===== config.mk =====
export PLATFORM = sky130hd
export DESIGN_NAME = rename_free_list
export DESIGN_NICKNAME = d
export VERILOG_FILES = /design/src/rtl/rename_free_list.sv
export SDC_FILE = /design/constraint.sdc
export NUM_CORES = 2
export LEC_CHECK = 0
export BUFFER_PORTS_ARGS = -buffer_cell sky130_fd_sc_hd__buf_2
export CAP_MARGIN = 10
export CORE_MARGIN = 2
export CORE_UTILIZATION = 40
export DETAILED_ROUTE_END_ITERATION = 12
export SKIP_LAST_GASP = 1
export SLEW_MARGIN = 20
export SYNTH_ARGS = -nofsm -noshare
export SYNTH_HDL_FRONTEND = slang
export SYNTH_SLANG_ARGS = --single-unit

===== constraint.sdc =====
create_clock -name clk -period 94 [get_ports clk]
set_input_delay 0 -clock clk [delete_from_list [all_inputs] [get_ports clk]]
set_output_delay 0 -clock clk [all_outputs]
set_load 0.05 [all_outputs]

===== src/rtl/rename_free_list.sv =====
// Register-rename back end: arch->phys map table, free-tag FIFO, superseded-tag FIFO,
// branch checkpoints and the per-tag ready vector for the issue buffer.
module rename_free_list #(
  parameter int unsigned PHYS_REGS   = 64,
  parameter int unsigned ARCH_REGS   = 32,
  parameter int unsigned CHECKPOINTS = 4,
  parameter int unsigned OLD_DEPTH   = 8,
  localparam int unsigned PW = $clog2(PHYS_REGS),
  localparam int unsigned AW = $clog2(ARCH_REGS),
  localparam int unsigned CW = $clog2(CHECKPOINTS),
  localparam int unsigned OW = $clog2(OLD_DEPTH)
) (
  input  logic                 clk,
  input  logic                 rst,
  input  logic                 alloc_valid,
  input  logic                 alloc_uses_rw,
  input  logic [AW-1:0]        alloc_rw,
  input  logic [AW-1:0]        alloc_rs,
  input  logic [AW-1:0]        alloc_rt,
  input  logic                 alloc_is_branch,
  output logic [PW-1:0]        rs_preg,
  output logic [PW-1:0]        rt_preg,
  output logic [PW-1:0]        rw_preg,
  output logic                 alloc_stall,
  input  logic                 wb_valid,
  input  logic [PW-1:0]        wb_preg,
  input  logic                 retired,
  input  logic                 retired_uses_rw,
  input  logic                 branch_retired,
  input  logic                 recover,
  input  logic [CW-1:0]        recover_entry,
  output logic [PHYS_REGS-1:0] ready_list
);

  localparam logic [PW:0] FreeInc  = 1;
  localparam logic [OW:0] OldInc   = 1;
  localparam logic [CW:0] CkptInc  = 1;
  localparam logic [OW:0] OldFull  = (OW+1)'(OLD_DEPTH);
  localparam logic [CW:0] CkptFull = (CW+1)'(CHECKPOINTS);

  logic [PW-1:0] map_q [ARCH_REGS];
  logic [PW-1:0] map_d [ARCH_REGS];
  logic [PW-1:0] free_mem_q [PHYS_REGS];
  logic [PW-1:0] free_mem_d [PHYS_REGS];
  logic [PW:0]   free_head_q, free_head_d, free_tail_q, free_tail_d, free_count;
  logic [PW-1:0] old_mem_q [OLD_DEPTH];
  logic [PW-1:0] old_mem_d [OLD_DEPTH];
  logic [OW:0]   old_head_q, old_head_d, old_tail_q, old_tail_d, old_count;
  logic [PW-1:0] ckpt_map_q [CHECKPOINTS][ARCH_REGS];
  logic [PW-1:0] ckpt_map_d [CHECKPOINTS][ARCH_REGS];
  logic [PW:0]   ckpt_free_head_q [CHECKPOINTS];
  logic [PW:0]   ckpt_free_head_d [CHECKPOINTS];
  logic [OW:0]   ckpt_old_tail_q [CHECKPOINTS];
  logic [OW:0]   ckpt_old_tail_d [CHECKPOINTS];
  logic [CW:0]   ckpt_head_q, ckpt_head_d, ckpt_tail_q, ckpt_tail_d, ckpt_count;
  logic [PHYS_REGS-1:0] ready_q, ready_d;

  logic eff_rw, do_alloc, do_ckpt, do_retire;

  assign free_count = free_tail_q - free_head_q;
  assign old_count  = old_tail_q - old_head_q;
  assign ckpt_count = ckpt_tail_q - ckpt_head_q;

  assign eff_rw      = alloc_valid & alloc_uses_rw & (alloc_rw != '0);
  assign alloc_stall = alloc_valid & ((eff_rw & ((free_count == '0) | (old_count == OldFull))) |
                                      (alloc_is_branch & (ckpt_count == CkptFull)));
  assign do_alloc    = eff_rw & ~alloc_stall & ~recover;
  assign do_ckpt     = alloc_valid & alloc_is_branch & ~alloc_stall & ~recover;
  assign do_retire   = retired & retired_uses_rw & (old_count != '0);

  assign rs_preg    = map_q[alloc_rs];
  assign rt_preg    = map_q[alloc_rt];
  assign rw_preg    = free_mem_q[free_head_q[PW-1:0]];
  assign ready_list = ready_q;

  always_comb begin
    map_d            = map_q;
    free_mem_d       = free_mem_q;
    free_head_d      = free_head_q;
    free_tail_d      = free_tail_q;
    old_mem_d        = old_mem_q;
    old_head_d       = old_head_q;
    old_tail_d       = old_tail_q;
    ckpt_map_d       = ckpt_map_q;
    ckpt_free_head_d = ckpt_free_head_q;
    ckpt_old_tail_d  = ckpt_old_tail_q;
    ckpt_head_d      = ckpt_head_q;
    ckpt_tail_d      = ckpt_tail_q;
    ready_d          = ready_q;

    if (do_alloc) begin
      map_d[alloc_rw]                 = rw_preg;
      free_head_d                     = free_head_q + FreeInc;
      old_mem_d[old_tail_q[OW-1:0]]   = map_q[alloc_rw];
      old_tail_d                      = old_tail_q + OldInc;
    end

    // The free tail is never checkpointed, so retirement proceeds even during recovery.
    if (do_retire) begin
      free_mem_d[free_tail_q[PW-1:0]] = old_mem_q[old_head_q[OW-1:0]];
      free_tail_d                     = free_tail_q + FreeInc;
      old_head_d                      = old_head_q + OldInc;
    end

    if (do_ckpt) begin
      ckpt_map_d[ckpt_tail_q[CW-1:0]]       = map_d;
      ckpt_free_head_d[ckpt_tail_q[CW-1:0]] = free_head_d;
      ckpt_old_tail_d[ckpt_tail_q[CW-1:0]]  = old_tail_d;
      ckpt_tail_d                           = ckpt_tail_q + CkptInc;
    end

    if (branch_retired) begin
      ckpt_head_d = ckpt_head_q + CkptInc;
    end

    // Restored tail keeps the MSB consistent: slots head..recover_entry remain outstanding.
    if (recover) begin
      map_d       = ckpt_map_q[recover_entry];
      free_head_d = ckpt_free_head_q[recover_entry];
      old_tail_d  = ckpt_old_tail_q[recover_entry];
      ckpt_tail_d = ckpt_head_q + {1'b0, recover_entry - ckpt_head_q[CW-1:0]} + CkptInc;
    end

    if (wb_valid && (wb_preg != '0)) begin
      ready_d[wb_preg] = 1'b1;
    end
    if (do_alloc) begin
      ready_d[rw_preg] = 1'b0;
    end
  end

  always_ff @(posedge clk or posedge rst) begin
    if (rst) begin
      for (int i = 0; i < ARCH_REGS; i++) map_q[i] <= PW'(i);
      for (int i = 0; i < PHYS_REGS; i++) free_mem_q[i] <= PW'(i + ARCH_REGS);
      for (int i = 0; i < OLD_DEPTH; i++) old_mem_q[i] <= '0;
      for (int c = 0; c < CHECKPOINTS; c++) begin
        for (int a = 0; a < ARCH_REGS; a++) ckpt_map_q[c][a] <= '0;
        ckpt_free_head_q[c] <= '0;
        ckpt_old_tail_q[c]  <= '0;
      end
      for (int p = 0; p < PHYS_REGS; p++) ready_q[p] <= (p < ARCH_REGS);
      free_head_q <= '0;
      free_tail_q <= (PW+1)'(ARCH_REGS);
      old_head_q  <= '0;
      old_tail_q  <= '0;
      ckpt_head_q <= '0;
      ckpt_tail_q <= '0;
    end else begin
      map_q            <= map_d;
      free_mem_q       <= free_mem_d;
      free_head_q      <= free_head_d;
      free_tail_q      <= free_tail_d;
      old_mem_q        <= old_mem_d;
      old_head_q       <= old_head_d;
      old_tail_q       <= old_tail_d;
      ckpt_map_q       <= ckpt_map_d;
      ckpt_free_head_q <= ckpt_free_head_d;
      ckpt_old_tail_q  <= ckpt_old_tail_d;
      ckpt_head_q      <= ckpt_head_d;
      ckpt_tail_q      <= ckpt_tail_d;
      ready_q          <= ready_d;
    end
  end

endmodule


==> results by group <==
Synth
  – Post-Syn Area: 0.07115 mm^2
  – Synth top area share: 0.4301
  – Cells after synthesis: 6,203
  – Syn Area/Cell: 11.47 um^2
  – Synth area leader: dfrtp_1
  – Sequential fraction of the synthesis area: 0.5428
  – Synth area leaders: dfrtp_1 43%, mux4_2 14%, dfstp_2 11%, o21ai_0 7.4%, nand2_1 6.8%
  – Yosys reg bits: 1,528
  – Post-synthesis net count: 6,257
  – Synth cell types: 78
  – Post-synth EDFFs: 0
  – FFs w/ async S/R, synth: 1.000
  – Prevailing post-synth register cell: dfrtp_1
  – Ys Warns: 0

Clock network
  – Worst-Skew Late Latency: 0.80 ns
  – Longest Clk Path Bufs: 3
  – Number of CTS-inserted buffers: 160
  – Post_cts resized: 0
  – Clk pin slew, worst setup/hold paths: 0.06 ns
  – Clk sink count: 1,528
  – Post-CTS Repair Setup Buffers: 0
  – H-tree Lvls: 4
  – Clock root buffer: clkbuf_16
  – CTS tree: built
  – CTS hold repair buffers: 23

Place
  – Detailed placement HPWL: 121,800 um
  – Gp weighted congestion: 0.8512
  – Area after DPL: 0.07339 mm^2
  – PortBufs: 115
  – Pre-CTS setup slack: 87.66 ns

Routing
  – WL/cell: 22.86 um
  – Metal-1 WL: 85,630 um
  – Initial drt markers: 3,970
  – DR vias/cell: 5.633
  – DR top layer: met5
  – Routed length on met3: 12,800 um
  – DRC Markers: 0
  – Final ANT Viol Nets: 0
  – Metal2 WL: 90,450 um
  – Routed wire length: 195,400 um
  – Via count: 48,160
  – Pre-antenna DRT Iters: 5

Cells and area
  – Fillers: 16,320
  – Final Net Count: 6,127
  – Final instance area: 0.07918 mm^2
  – Multi-input combinational cell area: 0.03049 mm^2
  – Sequential standard cell area: 0.03863 mm^2
  – Share of layout cells above drive strength 1: 0.2339
  – Area grow syn2layout: 11.28%

Pwr
  – Pwr dens: 25.90 mW/mm^2
  – VDD IR-drop max: 0.02004 mV
  – P_sw: 0.6810 mW
  – Clock Power Share: 0.321
  – Static leakage: 32.37 nW
  – P_int: 1.370 mW
  – Switching part of the total: 0.3320
  – Gate power share: 0.245
  – Flop pwr share: 0.434

Timing
  – Worst setup margin: 87.55 ns
  – Final setup fails: 0
  – Final hold vios: 0
  – Final Cycle Share: 0.06863
  – Max Clk Rate: 155.0 MHz
  – Worst-margin pin slew: 1.298 ns
  – Worst Skew: 0.03074 ns
  – RSZ-0062 raised after global routing: false
  – Fin Setup TNS: 0 ns
  – Relative slew slack: 0.1346
  – Minimum clock period: 6.451 ns
  – Post-Route Hold Slack: 0.04722 ns
  – Slew Viols, Final: 0

Floorplan
  – Die footprint: 0.1813 mm^2
  – Chip Width: 425.8 um
  – Core footprint: 0.1765 mm^2
  – Cell row count: 154
  – Die height: 425.8 um
  – Initial Util: 0.4031
  – I/O Pins: 116

Global routing
  – Initial antenna violation count: 6
  – GRT overflow: 0
  – Number of global-route vias before repair: 48,070
  – Largest net degree at the start of global routing: 211
  – First-pass GRT wire length: 306,000 um
  – Overall global routing resource usage: 0.2188

Critical path
  – Critical path endpoint category: flop
  – RR Startpoint: free_head_q[3]
  – FF-to-FF path depth: 12
  – WP data arrival: 7.13 ns
  – Crit path from: free_head_q[3]
  – Kind of critical path: flop to flop
  – CP Max Fanout: 79
  – Crit path launch type: flop
  – CP required: 94.68 ns

Status
  – Status: complete, no violations

Worst hold path
  – Hold WC Path Type: primary input to flop
  – WHS Path Cells: 4
  – Critical hold path startpoint: alloc_is_branch

Run
  – # Max-Cap Violations: 0
-- synthesized netlist by cell type, types with 9 or more instances --
library cell,count
a221oi_1,15
o21ai_0,1055
ha_1,21
mux4_1,12
nand2_1,1295
buf_1,71
buf_2,29
nor2_1,187
nand2b_1,35
mux2i_1,181
buf_6,21
dfrtp_1,1223
inv_1,16
o21ai_1,179
and2_1,17
o221ai_1,12
a21oi_1,299
mux4_2,447
mux2i_2,42
nand4_1,12
a22oi_1,28
nand3_1,9
nor2_2,27
nor2b_1,12
clkbuf_1,377
mux2i_4,21
xnor2_1,24
xor2_1,10
dfstp_2,305
mux2_2,94
-- area by class of cell --
type	instances	area share
tap	2340	0.03698
antenna	2	0.00006321
clock inverter	54	0.008644
clock buffer	243	0.06089
multi-input combinational	4148	0.3851
inverter	18	0.001043
timing repair buffer	217	0.01948
sequential	1528	0.4878
-- power groups by stage --
stage | registers [mW] | clock network (mW) | logic [mW]
finish | 0.890 | 0.659 | 0.502
global route | 0.907 | 0.700 | 0.547
CTS | 0.889 | 0.672 | 0.503
detailed placement | 0.899 | 0 | 0.501
global placement | 0.893 | 0 | 0.491
floorplan | 0.892 | 0 | 0.353
-- routing by layer --
layer,vias to the layer above,track usage
met5,-,0
met4,2,0.07479
met3,324,0.04172
met2,1447,0.3405
met1,24570,0.3080
li1,21820,-
-- final timing paths --
| check | endpoint | slack, ns |
|---|---|---|
| worst max-delay path | ckpt_map_q[383] | 87.55 |
| worst min-delay path | ckpt_free_head_q[6] | 0.05 |
| worst max register to register | ckpt_map_q[383] | 87.55 |
| worst min register to register | ckpt_map_q[266] | 0.47 |
| max in group asynchronous | free_tail_q[3] | 89.62 |
| min in group asynchronous | ready_list[34] | 0.52 |
-- logic make-up after synthesis --
group | Yosys count | share of synthesized area
adder cells (fa/ha/maj) | 21 | 0.003693
multiplexers | 797 | 0.2010
AND/OR/NAND/NOR | 1669 | 0.09728
AO/OA/AOI/OAI | 1627 | 0.1193
buffers and inverters | 527 | 0.03178
XOR/XNOR | 34 | 0.004185
flip-flops | 1528 | 0.5428
-- state kept, by name (all words and copies together) (netlist names) --
register	count
ckpt_map_q	768
free_mem_q	384
map_q	192
ready_list	64
old_mem_q	48
ckpt_free_head_q	28
ckpt_old_tail_q	16
free_head_q	7
free_tail_q	7
old_head_q	4
old_tail_q	4
ckpt_head_q	3
ckpt_tail_q	3
-- critical path: stages, from the launching register on --
cell	delay, ns
dfrtp_1	0.89
inv_1	0.56
ha_1	0.51
nor2_1	0.12
o211ai_1	0.11
nor4_1	0.47
o311a_1	0.39
a21oi_2	0.22
o2111ai_4	0.31
buf_4	0.65
buf_4	0.73
buf_4	0.80
mux2_2	0.41
-- cells in the final DEF, fill, tap and decap left out, types with 24 or more instances in the layout --
| cell type | Yosys | routed |
|---|---|---|
| dfrtp_1 | 1223 | 1221 |
| clkbuf_8 | 0 | 42 |
| o21ai_0 | 1055 | 1055 |
| a21oi_1 | 299 | 298 |
| nand2b_1 | 35 | 35 |
| dfstp_2 | 305 | 305 |
| buf_2 | 29 | 109 |
| mux2i_2 | 42 | 42 |
| buf_4 | 6 | 71 |
| mux2_2 | 94 | 94 |
| o21ai_1 | 179 | 179 |
| nand2_1 | 1295 | 1295 |
| a22oi_1 | 28 | 28 |
| mux4_2 | 447 | 447 |
| clkbuf_16 | 0 | 164 |
| nor2_1 | 187 | 187 |
| mux2i_1 | 181 | 175 |
| xnor2_1 | 24 | 24 |
| nor2_2 | 27 | 27 |
| clkbuf_1 | 377 | 37 |
| mux2i_4 | 21 | 27 |
| clkinv_2 | 0 | 26 |
-- through the flow --
step / utilization / power (mW) / std cells
final: 0.4486 / 2.051 / 8550
after floorplan: - / 1.245 / 6203
after detailed placement: 0.4158 / 1.400 / 8227
after global routing: 0.4486 / 2.155 / 8549
after global placement: 0.4158 / 1.384 / 8227
after CTS: 0.4483 / 2.064 / 8547
Note: power is estimated with default switching activity, not from simulation.
